==> src/rtl/fetch_stage.sv <==
// fetch_stage: IF stage owning the 64-bit PC and the IF/ID register,
// with hazard stalls, EX-stage redirects and a halt at the end of the program image.
module fetch_stage #(
    parameter logic [63:0] RESET_PC   = 64'd0,
    parameter int unsigned IMEM_BYTES = 156,
    parameter logic [31:0] NOP_INSN   = 32'h00000013
) (
    input  logic        clk,
    input  logic        reset,
    input  logic        stall,
    input  logic        branch_taken,
    input  logic [63:0] branch_target,
    output logic [63:0] inst_address,
    input  logic [31:0] instruction,
    output logic [63:0] if_id_pc,
    output logic [31:0] if_id_instruction,
    output logic        if_id_valid,
    output logic        halted
);
    typedef enum logic {RUN, HALT} state_t;
    localparam logic [63:0] LAST_PC = 64'(IMEM_BYTES) - 64'd4;
    state_t      state, state_n;
    logic [63:0] pc, pc_n, if_id_pc_n;
    logic [31:0] if_id_instruction_n;
    logic        if_id_valid_n, run;
    assign run = state == RUN;
    assign inst_address = pc;
    assign halted = state == HALT;
    always_comb begin
        pc_n = pc;
        state_n = state;
        if_id_pc_n = if_id_pc;
        if_id_instruction_n = if_id_instruction;
        if_id_valid_n = if_id_valid;
        if (branch_taken) begin
            pc_n = {branch_target[63:2], 2'b00};
            if_id_pc_n = 64'd0;
            if_id_instruction_n = NOP_INSN;
            if_id_valid_n = 1'b0;
            // image size is word aligned, so the raw target compares the same as the aligned one
            state_n = branch_target < 64'(IMEM_BYTES) ? RUN : HALT;
        end else if (!stall) begin
            if_id_pc_n = run ? pc : 64'd0;
            if_id_instruction_n = run ? instruction : NOP_INSN;
            if_id_valid_n = run;
            state_n = run && pc == LAST_PC ? HALT : state;
            pc_n = run && pc != LAST_PC ? pc + 64'd4 : pc;
        end
    end
    always_ff @(posedge clk or posedge reset) begin
        if (reset) begin
            pc <= RESET_PC;
            state <= RUN;
            if_id_pc <= 64'd0;
            if_id_instruction <= NOP_INSN;
            if_id_valid <= 1'b0;
        end else begin
            pc <= pc_n;
            state <= state_n;
            if_id_pc <= if_id_pc_n;
            if_id_instruction <= if_id_instruction_n;
            if_id_valid <= if_id_valid_n;
        end
    end
endmodule

==> config.mk <==
export PLATFORM = sky130hd
export DESIGN_NAME = fetch_stage
export DESIGN_NICKNAME = d
export VERILOG_FILES = /design/src/rtl/fetch_stage.sv
export SDC_FILE = /design/constraint.sdc
export NUM_CORES = 1
export LEC_CHECK = 0
export BUFFER_PORTS_ARGS = -buffer_cell sky130_fd_sc_hd__buf_2
export CORE_UTILIZATION = 55
export CTS_CLUSTER_SIZE = 30
export DETAILED_ROUTE_END_ITERATION = 10
export PLACE_DENSITY = 0.88
export REMOVE_ABC_BUFFERS = 1
export SETUP_SLACK_MARGIN = 0.15
export SYNTH_ARGS = -nofsm -noshare
export SYNTH_HDL_FRONTEND = slang
export SYNTH_SLANG_ARGS = --single-unit
==> constraint.sdc <==
create_clock -name clk -period 13.04 [get_ports clk]
set_input_delay 1.304 -clock clk [delete_from_list [all_inputs] [get_ports clk]]
set_output_delay 1.304 -clock clk [all_outputs]
set_load 0.005 [all_outputs]
==> results.txt, run 1 <==
* Pins Over Slew Limit: 0
- STA classifies the critical path endpoint as a flop.
- Startpoint class of the critical path: primary input
- Number of CTS-inserted buffers: 17
- The number of hold buffers added after CTS was 0.
* Post-synth cell types: 59
- In this run the critical register-to-register path is captured at inst_address[53]$_DFFE_PP0P_.
- Hold Slack: 0.476 ns
- Setup total negative slack on the finished layout was measured at 0 ns.
* DRC marker count from the first detailed-route iteration: 952
- Headroom to the max-slew limit came out at 34.2%.
- After clock tree synthesis, the clock-pin slew on the worst setup and hold paths is 0.06 ns.
- Die height: 122 µm
- For the worst setup path, the data arrival time is 3.83 ns.
- The routed layout has 7802 vias.
- Cell seen most often among critical-path stages: sky130_fd_sc_hd__buf_4
* Number of enable-type register cells in the synthesized netlist: 0
- The die covers 14800 µm².
* DRT Pass-1 Iters: 5
* Slew at the pin with the worst max-slew slack: 0.986 ns
- For this run, the post-layout net count is 1100.
* Num rows: 43
* Port Buffer Count: 257
- During I/O placement, the number of pins put on the boundary was 262.
* Fillers: 1041
- For this run, the total global-route usage over all layers was measured as 33.7%.
- Sequential cells were found to cover 50.5% of the synthesized design area.
- Maximum achievable frequency: 0.289 GHz
* Initial antenna violation count: 0
- Number of antenna repair diodes: 0
- The first global-routing pass estimated 38200 µm of wire.
- Max-cap violations in this run came to 0.
- Setup repair after global routing left no endpoint under its margin.
- Post-route DRC: 0
- CTS H-tree depth: 4
- Core box area: 13900 µm²
- In the synthesized netlist, the number of instances is 777.
* Worst Setup SP: stall
- Clk root buf: sky130_fd_sc_hd__clkbuf_16
- Share of synthesized registers carrying an async set or reset: 100%
- The initial utilization of the core area, before any placement, comes to 56.6%.
* Remaining global-route overflow: 0
- Largest net degree at the start of global routing: 84
- Final std cells w/o fill: 1190
- Routed vias/inst: 6.56
* Area leader, netlist: sky130_fd_sc_hd__dfrtp_1
* DP Wirelength: 16800 µm
- Across all register-to-register paths, the minimum setup slack is 10.10 ns.
- The tightest min-delay check is of the reg2reg type.
- The run finished with clean final reports.
- Overall power: 1.20 mW
* Share of the clock period used by the worst path after layout: 26.6%
- Syn Std Cell Area: 7890 µm²
- Total setup buffers inserted after CTS: 0
- Syn-to-layout area delta: 25.0%
* CP Class: in2reg
- Along the worst hold path, the cell count comes to 2.
- Final routed wirelength across all metal layers: 24500 µm
- Of the cells placed in the final design, the portion with a size suffix greater than 1 is 32.3%.
- Synthesized area per cell: 10.2 µm²
- Worst path required time: 13.41 ns
- During synthesis, Yosys emitted a total of 0 warnings.
- Critical path, cell by cell: buf_2, or2_1, buf_4, nor2_4, buf_4, nand4_1, or4_1, nand3_1
- In the final routed layout, each cell accounts on average for 20.6 µm.
- Detail Route Antenna Nets: 0
* TritonCTS clock tree: built
- Clock latency on the worst-skew pair, taken at its later pin, is 0.43 ns.
* Clock skew: 0.00646 ns
* Flip-flop and latch count after synthesis: 159
- Static leakage power: 4.62 nW
- Startpoint of the lowest-slack hold path: if_id_pc[31]$_DFFE_PP0P_
- Max FO, Critical Path: 64
- Slowest stage delay, CP: 0.66 ns
* CTS Buffer Depth: 2
* Crit path time final: 3.46 ns
- Setup violations remaining at the end of the flow were counted as 0.
- Routability congestion estimate: 0.929
* Worst path slowest cell: sky130_fd_sc_hd__buf_4
- Power per unit of standard cell area: 122 nW/µm²
* Leading register cell type out of synthesis: sky130_fd_sc_hd__dfrtp_1
- Dominant cells by area after synthesis: sky130_fd_sc_hd__dfrtp_1 (49%), sky130_fd_sc_hd__a22o_1 (9.1%), sky130_fd_sc_hd__or4_1 (3.5%), sky130_fd_sc_hd__nand4_1 (3.3%), sky130_fd_sc_hd__nand2_1 (2.8%)
- Clock tree synthesis found a total of 159 sinks.
* X dimension of the die: 122 µm
* Cells after DPL: 1158
- The number of global-route vias before repair came to 7089.
- Top cell type's share of synthesized area: 49.5%
- VDD sags by at most 103 µV.
- WHS Endpoint: if_id_pc[31]$_DFFE_PP0P_
- The number of hold-slack violations in the final timing report was 0.
- Critical R2R Launch: inst_address[34]$_DFFE_PP0P_
- Path depth of the worst reg2reg path: 5
* Cts repair resizes: 0
==> per-stage QoR <==
stage | util (%) | setup slack (ns) | area (µm²)
floorplan | - | 7.45 | 7620
global placement | 66.1 | 9.18 | 9220
detailed placement | 66.1 | 9.13 | 9220
CTS | 70.7 | 9.57 | 9860
global route | 70.7 | 9.46 | 9860
finish | 70.7 | 9.58 | 9860
==> worst max-delay path by stage <==
stage                                              end  depth (start not counted)
final                     inst_address[41]$_DFFE_PP0P_                          8
after global routing      inst_address[41]$_DFFE_PP0P_                          8
after CTS                 inst_address[41]$_DFFE_PP0P_                          8
after detailed placement  inst_address[41]$_DFFE_PP0P_                          8
after global placement    inst_address[41]$_DFFE_PP0P_                          8
after floorplan                     halted$_DFFE_PP0P_                          1
==> layer usage <==
layer  track usage [%]  routed length, µm  vias up
li1                  -                  -     3488
met1              44.9               9830     3778
met2              51.6              11500      464
met3              8.15               2280       72
met4              16.6                892        0
met5                 0                  0        -
==> synth_stat cells (3+ instances only) <==
cell	instances
sky130_fd_sc_hd__dfrtp_1	156
sky130_fd_sc_hd__a22o_1	82
sky130_fd_sc_hd__nand2_1	59
sky130_fd_sc_hd__nor2_1	48
sky130_fd_sc_hd__clkbuf_1	46
sky130_fd_sc_hd__nand4_1	41
sky130_fd_sc_hd__or4_1	37
sky130_fd_sc_hd__nand3_1	36
sky130_fd_sc_hd__nor4_1	34
sky130_fd_sc_hd__a31oi_1	31
sky130_fd_sc_hd__o21ai_0	22
sky130_fd_sc_hd__o31ai_1	21
sky130_fd_sc_hd__nor3_1	19
sky130_fd_sc_hd__o211ai_1	17
sky130_fd_sc_hd__inv_1	13
sky130_fd_sc_hd__buf_2	12
sky130_fd_sc_hd__or3_1	9
sky130_fd_sc_hd__and3_1	6
sky130_fd_sc_hd__and4_1	5
sky130_fd_sc_hd__nor2b_1	5
sky130_fd_sc_hd__or2_2	5
sky130_fd_sc_hd__buf_4	4
sky130_fd_sc_hd__nor4_4	4
sky130_fd_sc_hd__o311ai_1	4
sky130_fd_sc_hd__xnor2_1	4
sky130_fd_sc_hd__a311o_1	3
sky130_fd_sc_hd__and2_1	3
sky130_fd_sc_hd__dfstp_2	3
sky130_fd_sc_hd__ha_1	3
sky130_fd_sc_hd__nand4_2	3
sky130_fd_sc_hd__o22a_1	3
==> registers in the layout (all words and copies together), names as in the netlist <==
register and count:
inst_address 62, if_id_instruction 32, if_id_pc 63, if_id_valid 1, halted 1
==> final cells by class <==
class	instances	area, µm²	share of cell area [%]
Tap cell	180	225	2.28
Timing Repair Buffer	265	1350	13.7
Multi-Input combinational cell	541	3610	36.6
Clock buffer	19	453	4.59
Clock inverter	13	188	1.90
Sequential cell	159	3980	40.4
Inverter	13	53.8	0.546
==> placed cells by master, fill, tap and decap left out, drive strengths merged, types with 13 or more instances in the layout <==
master  count
o21ai      24
or4        37
inv        13
nor3       20
nand2      59
o211ai     17
a22o       82
nor4       40
dfrtp     156
clkbuf     19
a31oi      31
buf       265
nor2       49
nand4      46
nand3      38
o31ai      21
==> kinds of logic after synthesis <==
family / after synthesis / share of synthesized area [%]
compound gates: 197 / 19.2
xor+xnor: 6 / 0.666
fa+ha+maj: 3 / 0.476
buf+inv: 78 / 4.11
flops: 159 / 50.5
mux: 2 / 0.285
other cells: 1 / 0.0475
simple gates: 331 / 24.8
==> worst max-delay path, delay by kind of cell <==
family / cells / cell delay (ns)
simple gates: 5 / 1.42
buf+inv: 3 / 1.09
==> power by group <==
part,total [mW],internal [mW],leakage [nW],switching [mW]
Sequential,0.552,0.511,2.06,0.0411
Combinational,0.111,0.0450,2.25,0.0661
Clock,0.537,0.331,0.305,0.206
Note: power is estimated with default switching activity, not from simulation.
==> run 2, diff against run 1 <==
CORE_UTILIZATION = 51   (was 55)
PLACE_DENSITY = 0.83   (was 0.88)
clock period = 3.2 ns   (was 13.04 ns; I/O delays follow)
==> run 2 against run 1 <==
Against the previous run:
- via count up 2.9%
- routed wire length up 5.2%
- cell area up 1.3%
- cell count up 2.4%
- core utilization down 4.8 points
- setup slack worse by 9.1 ns
- critical endpoint is now inst_address[54]$_DFFE_PP0P_
==> results.txt, run 2 (synthesis results as in run 1) <==
- Core box area: 15100 µm² (+8.7%)
* CTS H-tree depth: 4 (unchanged)
* X dimension of the die: 126 µm (+3.8%)
- Final setup fails: 0 (unchanged)
* RSZ-0062 raised after global routing: false
- Initial antenna violation count: 0 (unchanged)
* Routed vias/inst: 6.59 (+0.58%)
- Clock network fraction of design power: 42.7% (-2.0 points)
* CTS Buffer Depth: 2 (unchanged)
- The relative slew slack came to 49.8% (+16 points).
- Static leakage power: 4.71 nW (+2.0%)
- Vias in the first global route: 7418 (+4.6%)
- The sum of buffers and inverters on the critical path is 0 (-3).
- On the critical path the largest part of the delay comes from simple AND/OR/NAND/NOR gates.
- Num rows: 45 (+4.7%)
- The delay contributed by the slowest stage of the critical path came to 0.61 ns (-0.05 ns).
* Total die area: 16000 µm² (+7.7%)
- Clock-pin slew reported for the worst setup and hold paths after clock tree synthesis: 0.06 ns (about the same)
* GRT Util Overall: 32.1% (-1.6 points)
- The post-route total power came to 4.76 mW (+300%).
- More flip-flops sit in one register than any other, and that register is if_id_pc.
* Nets: 1121 (+1.9%)
- The maximum fanout encountered on the critical timing path is 9 (-86%).
- Max reg flops: 63 (unchanged)
- The number of I/O port buffers is 257 (unchanged).
* DRT Pass-1 Iters: 6 (+1)
- Setup slack at placement: 0.616 ns (-8.51 ns)
- Syn-to-layout area delta: 26.6%
* Die height: 126 µm (+3.8%)
- Crit path time final: 2.72 ns
- Ratio of cells with drive above 1 in the final layout: 33.2% (+0.93 points)
* Internal: 3.52 mW (+300%)
- In this run the worst hold path is classified as in2async.
* Top-level port count: 262 (unchanged)
- Effective utilization at floorplan: 52.1% (-4.5 points)
- STA classifies the critical path endpoint as a flop.
- Clock insertion delay at the later pin of the skew report: 0.43 ns (about the same)
- The data arrival time of the critical path is 3.08 ns (-0.75 ns).
* Routability congestion estimate: 0.947 (+1.9%)
- Power per unit of standard cell area: 477 nW/µm² (+290%)
* Clock skew: 0.00925 ns (+0.00279 ns)
- TritonCTS clock tree: built
- Post-route DRC: 0 (unchanged)
- Leaving out fill and tap cells, the most frequent cells in the layout are sky130_fd_sc_hd__buf_2 (257), sky130_fd_sc_hd__dfrtp_1 (156), sky130_fd_sc_hd__a22o_1 (82), sky130_fd_sc_hd__nand2_1 (59), sky130_fd_sc_hd__nor2_1 (47).
- The global-route wire length before repair was 39700 µm (+4.0%).
- In this run the clock root is driven by a sky130_fd_sc_hd__clkbuf_16.
* Hold Slack: 0.0313 ns (-0.444 ns)
- Number of clock sinks: 159 (unchanged)
- CP Class: reg2reg
* Critical R2R Launch: inst_address[3]$_DFFE_PP0P_
- Most common cell after layout, fill and taps aside: sky130_fd_sc_hd__buf_2
- The most numerous cell type found on the critical path is sky130_fd_sc_hd__nand3_1.
- The number of clock buffers inserted by TritonCTS came to 17 (unchanged).
- The overflow left after global routing came to 0 (unchanged).
* Total setup buffers inserted after CTS: 0 (unchanged)
- The setup slack of the worst register-to-register path was 0.48 ns (-9.62 ns).
* Share of the clock period used by the worst path after layout: 84.9%
* Pins Over Slew Limit: 0 (unchanged)
* DRC marker count from the first detailed-route iteration: 870 (-8.6%)
- The post-cts gate resize count was 0 (unchanged).
- Status: finished clean
* Worst vdd ir: 388 µV (+280%)
* Slew at the pin with the worst max-slew slack: 0.753 ns (-0.233 ns)
- The worst path required time is 3.56 ns (-9.85 ns).
- Final routed wirelength across all metal layers: 25800 µm (+5.2%)
- Startpoint class of the critical path: flop
* Detail Route Antenna Nets: 0 (unchanged)
- Critical path, cell by cell: ha_1, nand3_1, nor4_4, nand4_1, or4_1, nand3_1
- Hold buffers post-CTS: 0 (unchanged)
- The final worst slack came to 0.482 ns (-9.09 ns).
- Tracing the worst setup path back leads to its startpoint at inst_address[3]$_DFFE_PP0P_.
- The portion of total power attributed to combinational logic is 10.1% (+0.8 points).
- Number of antenna repair diodes: 0 (unchanged)
- Average routed wire per standard cell: 21.1 µm (+2.7%)
* Switching power of the nets: 1.24 mW (+300%)
- The maximum number of pins on one net before global-route repair is 80 (-4.8%).
- Timing would allow up to 0.368 GHz.
- Switching share of power: 26.0% (-0.049 points)
* Sequential fraction of design power: 47.3% (+1.3 points)
* Max-cap violations: 0 (unchanged)
- The half-perimeter wire length after placement was 17900 µm (+7.0%).
- The routed via count came to 8032 (+2.9%).
- Hold Vio Cnt, Final: 0 (unchanged)
- The slowest stage of the critical path is the sky130_fd_sc_hd__or4_1 cell.
run 2: changes by cell type in the layout (fill, tap and decap cells not counted), moves of 2 or more:
cell	delta
sky130_fd_sc_hd__bufinv_16	-2
sky130_fd_sc_hd__clkinv_4	-4
sky130_fd_sc_hd__clkbuf_1	+4
sky130_fd_sc_hd__clkbuf_8	+3
sky130_fd_sc_hd__buf_4	+20
sky130_fd_sc_hd__clkinvlp_4	-2
run 2: layer usage:
metal | up-vias | wire (µm) | global-route usage (%)
met2 | 527 | 11800 | 50.0
met3 | 103 | 2220 | 7.59
met1 | 3872 | 10700 | 42.6
met4 | 0 | 1040 | 15.1
met5 | - | 0 | 0
li1 | 3530 | - | -
run 2: metrics by stage:
step                instance area [µm²]  utilization [%]  instances  setup TNS, ns
floorplan                          7620                -        713        -330.05
global placement                   9400             62.0       1187              0
detailed placement                 9400             62.0       1187              0
CTS                                9980             65.9       1218              0
global route                       9980             65.9       1218              0
finish                             9980             65.9       1218              0
run 2: final cells by class:
| cell class | count | area (µm²) |
|---|---|---|
| fillers | 1232 | 5160 |
| flip-flops and latches | 159 | 3980 |
| multi-input cells | 541 | 3610 |
| repair buffers | 286 | 1520 |
| clock buffers | 26 | 509 |
| well taps | 188 | 235 |
| clock inverters | 5 | 77.6 |
| inverters | 13 | 53.8 |
run 2: path summary, 6_finish.rpt:
check                                                    to  cells past startpoint
max                            inst_address[54]$_DFFE_PP0P_                      6
min                        if_id_instruction[9]$_DFFE_PP0P_                      2
max reg2reg                    inst_address[54]$_DFFE_PP0P_                      6
min reg2reg                         if_id_valid$_DFFE_PP0P_                      2
max in group asynchronous           if_id_pc[4]$_DFFE_PP0P_                      3
min in group clk           if_id_instruction[1]$_DFFE_PP1P_                      2
run 2: power groups by stage:
| stage | clock network (mW) | registers [mW] | logic [mW] |
|---|---|---|---|
| global placement | 0 | 2.27 | 0.462 |
| CTS | 2.04 | 2.24 | 0.476 |
| detailed placement | 0 | 2.28 | 0.472 |
| finish | 2.03 | 2.25 | 0.479 |
| global route | 2.14 | 2.26 | 0.521 |
| floorplan | 0 | 2.24 | 0.217 |
==> run 3, diff against run 2 <==
clock period = 2.82 ns   (was 3.2 ns; I/O delays follow)
==> run 3 against run 2 <==
Against the previous run:
- critical path depth shrank 1
- power grew 13%
- sequential power grew 13%
- non-clock buffer count grew 10
- first-iteration DRC count shrank 5.1%
- register-to-register slack lost 0.20 ns
- count of clock-buffer cells in the layout shrank 5
- combinational power grew 19%
- flip-flop and latch count is the same
- via count shrank 1.7%
- clock power grew 11%
- clock skew shrank 0.0018 ns
==> results.txt, run 3 (synthesis results as in run 1) <==
- Status: finished clean
- The met2 demand-to-capacity share in global routing came to 50.6% (+0.62 points).
- The number of nets in the finished design was 1131 (+0.89%).
- Crit path time final: 2.54 ns (-0.175 ns)
- Max reg flops: 63 (unchanged)
- Total die area: 16000 µm² (unchanged)
* Share of the clock period used by the worst path after layout: 90.2% (+5.2 points)
- Arrival time worst endpoint: 2.89 ns (-0.19 ns)
- The tightest min-delay check is of the in2reg type.
- The top cell types in the final layout, fill and taps aside, are sky130_fd_sc_hd__buf_2 (257), sky130_fd_sc_hd__dfrtp_1 (156), sky130_fd_sc_hd__a22o_1 (82), sky130_fd_sc_hd__nand2_1 (59), sky130_fd_sc_hd__nor2_1 (47).
* CTS H-tree depth: 4 (unchanged)
* Most common cell after layout, fill and taps aside: sky130_fd_sc_hd__buf_2
- Final routed wirelength across all metal layers: 25100 µm (-2.4%)
* Hold Vio Cnt, Final: 0 (unchanged)
* Met1 usage: 42.6% (about the same)
* Critical path capture point type: flop
* Clk root buf: sky130_fd_sc_hd__clkbuf_16
- Clock insertion delay at the later pin of the skew report: 0.43 ns (about the same)
- RSZ-0062 raised after global routing: false
- Initial antenna violation count: 1 (+1)
- Max FO, Critical Path: 14 (+5)
- DRT Pass-1 Iters: 5 (-1)
* GRT Util Overall: 31.9% (-0.23 points)
* Clock skew: 0.00744 ns (-0.00180 ns)
* Fillers: 1200 (-2.6%)
- Post-placement cell area: 9480 µm² (+0.91%)
- Met3 usage: 6.41% (-1.2 points)
* Ratio of cells with drive above 1 in the final layout: 33.7% (+0.45 points)
- The post-route DRC violation count was 0 (unchanged).
- Effective utilization at floorplan: 52.1% (unchanged)
* Worst vdd ir: 444 µV (+14%)
- Routing layer with the top usage in global route: met2
- CP Class: reg2reg
- Worst slew margin: 40.1% (-9.7 points)
- The die outline width was 126 µm (unchanged).
- The setup slack of the worst register-to-register path came to 0.28 ns (-0.20 ns).
* Routability congestion estimate: 0.909 (-4.0%)
- The cell area power density is 533 nW/µm² (+12%).
- Core box area: 15100 µm² (unchanged)
- The number of clock sinks came to 159 (unchanged).
- Worst path required time: 3.16 ns (-0.40 ns)
- Sequential standard cell area: 3980 µm² (unchanged)
- The overflow left after global routing is 0 (unchanged).
- Largest net degree at the start of global routing: 93 (+16%)
* Register containing the most flip-flops in the final layout: if_id_pc
- Post-Layout Inst Area: 10100 µm² (+0.84%)
- The multi-input combinational cell area is 3610 µm² (unchanged).
* Overall power: 5.37 mW (+13%)
- The worst setup path is launched from a flop.
* Slew at the pin with the worst max-slew slack: 0.898 ns (+0.145 ns)
- Syn-to-layout area delta: 27.6%
- CTS Buffer Depth: 2 (unchanged)
- The number of diodes is 0 (unchanged).
* Number of CTS-inserted buffers: 17 (unchanged)
- The floorplan die height came to 126 µm (unchanged).
- Detail Route Antenna Nets: 0 (unchanged)
- The sum of negative setup slack came to 0 ns (unchanged).
- Average routed wire per standard cell: 20.5 µm (-2.9%)
- The clock edge transition at the registers on the reported setup and hold paths came to 0.06 ns (about the same).
- Num rows: 45 (unchanged)
- Cells after DPL: 1195 (+0.67%)
* Pins Over Slew Limit: 0 (unchanged)
* Routed vias/inst: 6.45 (-2.3%)
- DR vias: 7896 (-1.7%)
- The non-filler instance count after layout came to 1225 (+0.57%).
- The number of I/O port buffers is 257 (unchanged).
* Top-level port count: 262 (unchanged)
- TritonCTS clock tree: built
- Static leakage power: 4.75 nW (+0.94%)
* Final setup fails: 0 (unchanged)
- The half-perimeter wire length after placement came to 17700 µm (-1.6%).
- The highest clock rate is 0.393 GHz (+6.9%).
* Max-cap violations: 0 (unchanged)
- Vias in the first global route: 7381 (-0.50%)
* First-pass GRT wire length: 39500 µm (-0.52%)
* DRC marker count from the first detailed-route iteration: 826 (-5.1%)
[run 3: cell types whose count changed in the layout (fill, tap and decap cells not counted)]
cell	change
sky130_fd_sc_hd__buf_4	+6
sky130_fd_sc_hd__clkbuf_8	-4
sky130_fd_sc_hd__buf_12	+2
sky130_fd_sc_hd__buf_6	+1
sky130_fd_sc_hd__bufinv_16	+1
sky130_fd_sc_hd__clkbuf_1	-1
sky130_fd_sc_hd__clkinv_2	+1
sky130_fd_sc_hd__clkinvlp_4	-1
sky130_fd_sc_hd__dlygate4sd3_1	+1
sky130_fd_sc_hd__inv_6	+1
[run 3: what timing repair did]
action                     4_1_cts  5_1_grt
hold endpoints to repair        34        0
gates resized for setup          0        1
setup endpoints to repair        0        2
buffers inserted                 0        1
hold buffers                     1        0
[run 3: layout make-up]
type                    instances  area share, %
repair buffers                296           16.1
well taps                     188           2.34
clock buffers                  21           4.47
inverters                      13          0.534
flip-flops and latches        159           39.6
multi-input cells             541           35.9
clock inverters                 7           1.13
[run 3: path summary, 6_finish.rpt]
| check | start | end | depth (start not counted) |
|---|---|---|---|
| min in group asynchronous | reset | if_id_instruction[20]$_DFFE_PP0P_ | 3 |
| worst max register to register | inst_address[33]$_DFFE_PP0P_ | inst_address[49]$_DFFE_PP0P_ | 5 |
| worst min-delay path | instruction[4] | if_id_instruction[4]$_DFFE_PP1P_ | 2 |
| max in group asynchronous | reset | inst_address[28]$_DFFE_PP0P_ | 4 |
| worst max-delay path | inst_address[33]$_DFFE_PP0P_ | inst_address[49]$_DFFE_PP0P_ | 5 |
| worst min register to register | if_id_pc[2]$_DFFE_PP0P_ | if_id_pc[2]$_DFFE_PP0P_ | 2 |
[run 3: report_power, final]
part / switching [mW] / leakage [nW] / total [mW] / internal, mW
Sequential: 0.174 / 2.06 / 2.54 / 2.36
Combinational: 0.337 / 2.41 / 0.569 / 0.232
Clock: 0.869 / 0.279 / 2.26 / 1.39
[run 3: metrics by stage]
step / hold WS (ns) / util (%) / worst slack, ns
finish: 0.0666 / 66.5 / 0.277
global route: 0.0688 / 66.5 / 0.174
CTS: 0.0588 / 66.4 / 0.311
detailed placement: 0.295 / 62.6 / 0.332
global placement: 0.293 / 62.6 / 0.431
floorplan: 0.389 / - / -1.75
[run 3: critical path, stage by stage, from the launching register on]
cell	delay, ns
sky130_fd_sc_hd__dfrtp_1	0.48
sky130_fd_sc_hd__nand4_1	0.34
sky130_fd_sc_hd__nor4_2	0.42
sky130_fd_sc_hd__nand4_2	0.41
sky130_fd_sc_hd__or4_1	0.62
sky130_fd_sc_hd__a31oi_1	0.19
[run 3: per-layer routing]
metal  wire length (µm)  part of all wire, %  up-vias
met3               2170                  8.6       84
met2              11600                   46      468
met1              10400                   42     3799
met5                 13                0.052        -
met4                947                  3.8        2
li1                   -                    -     3543
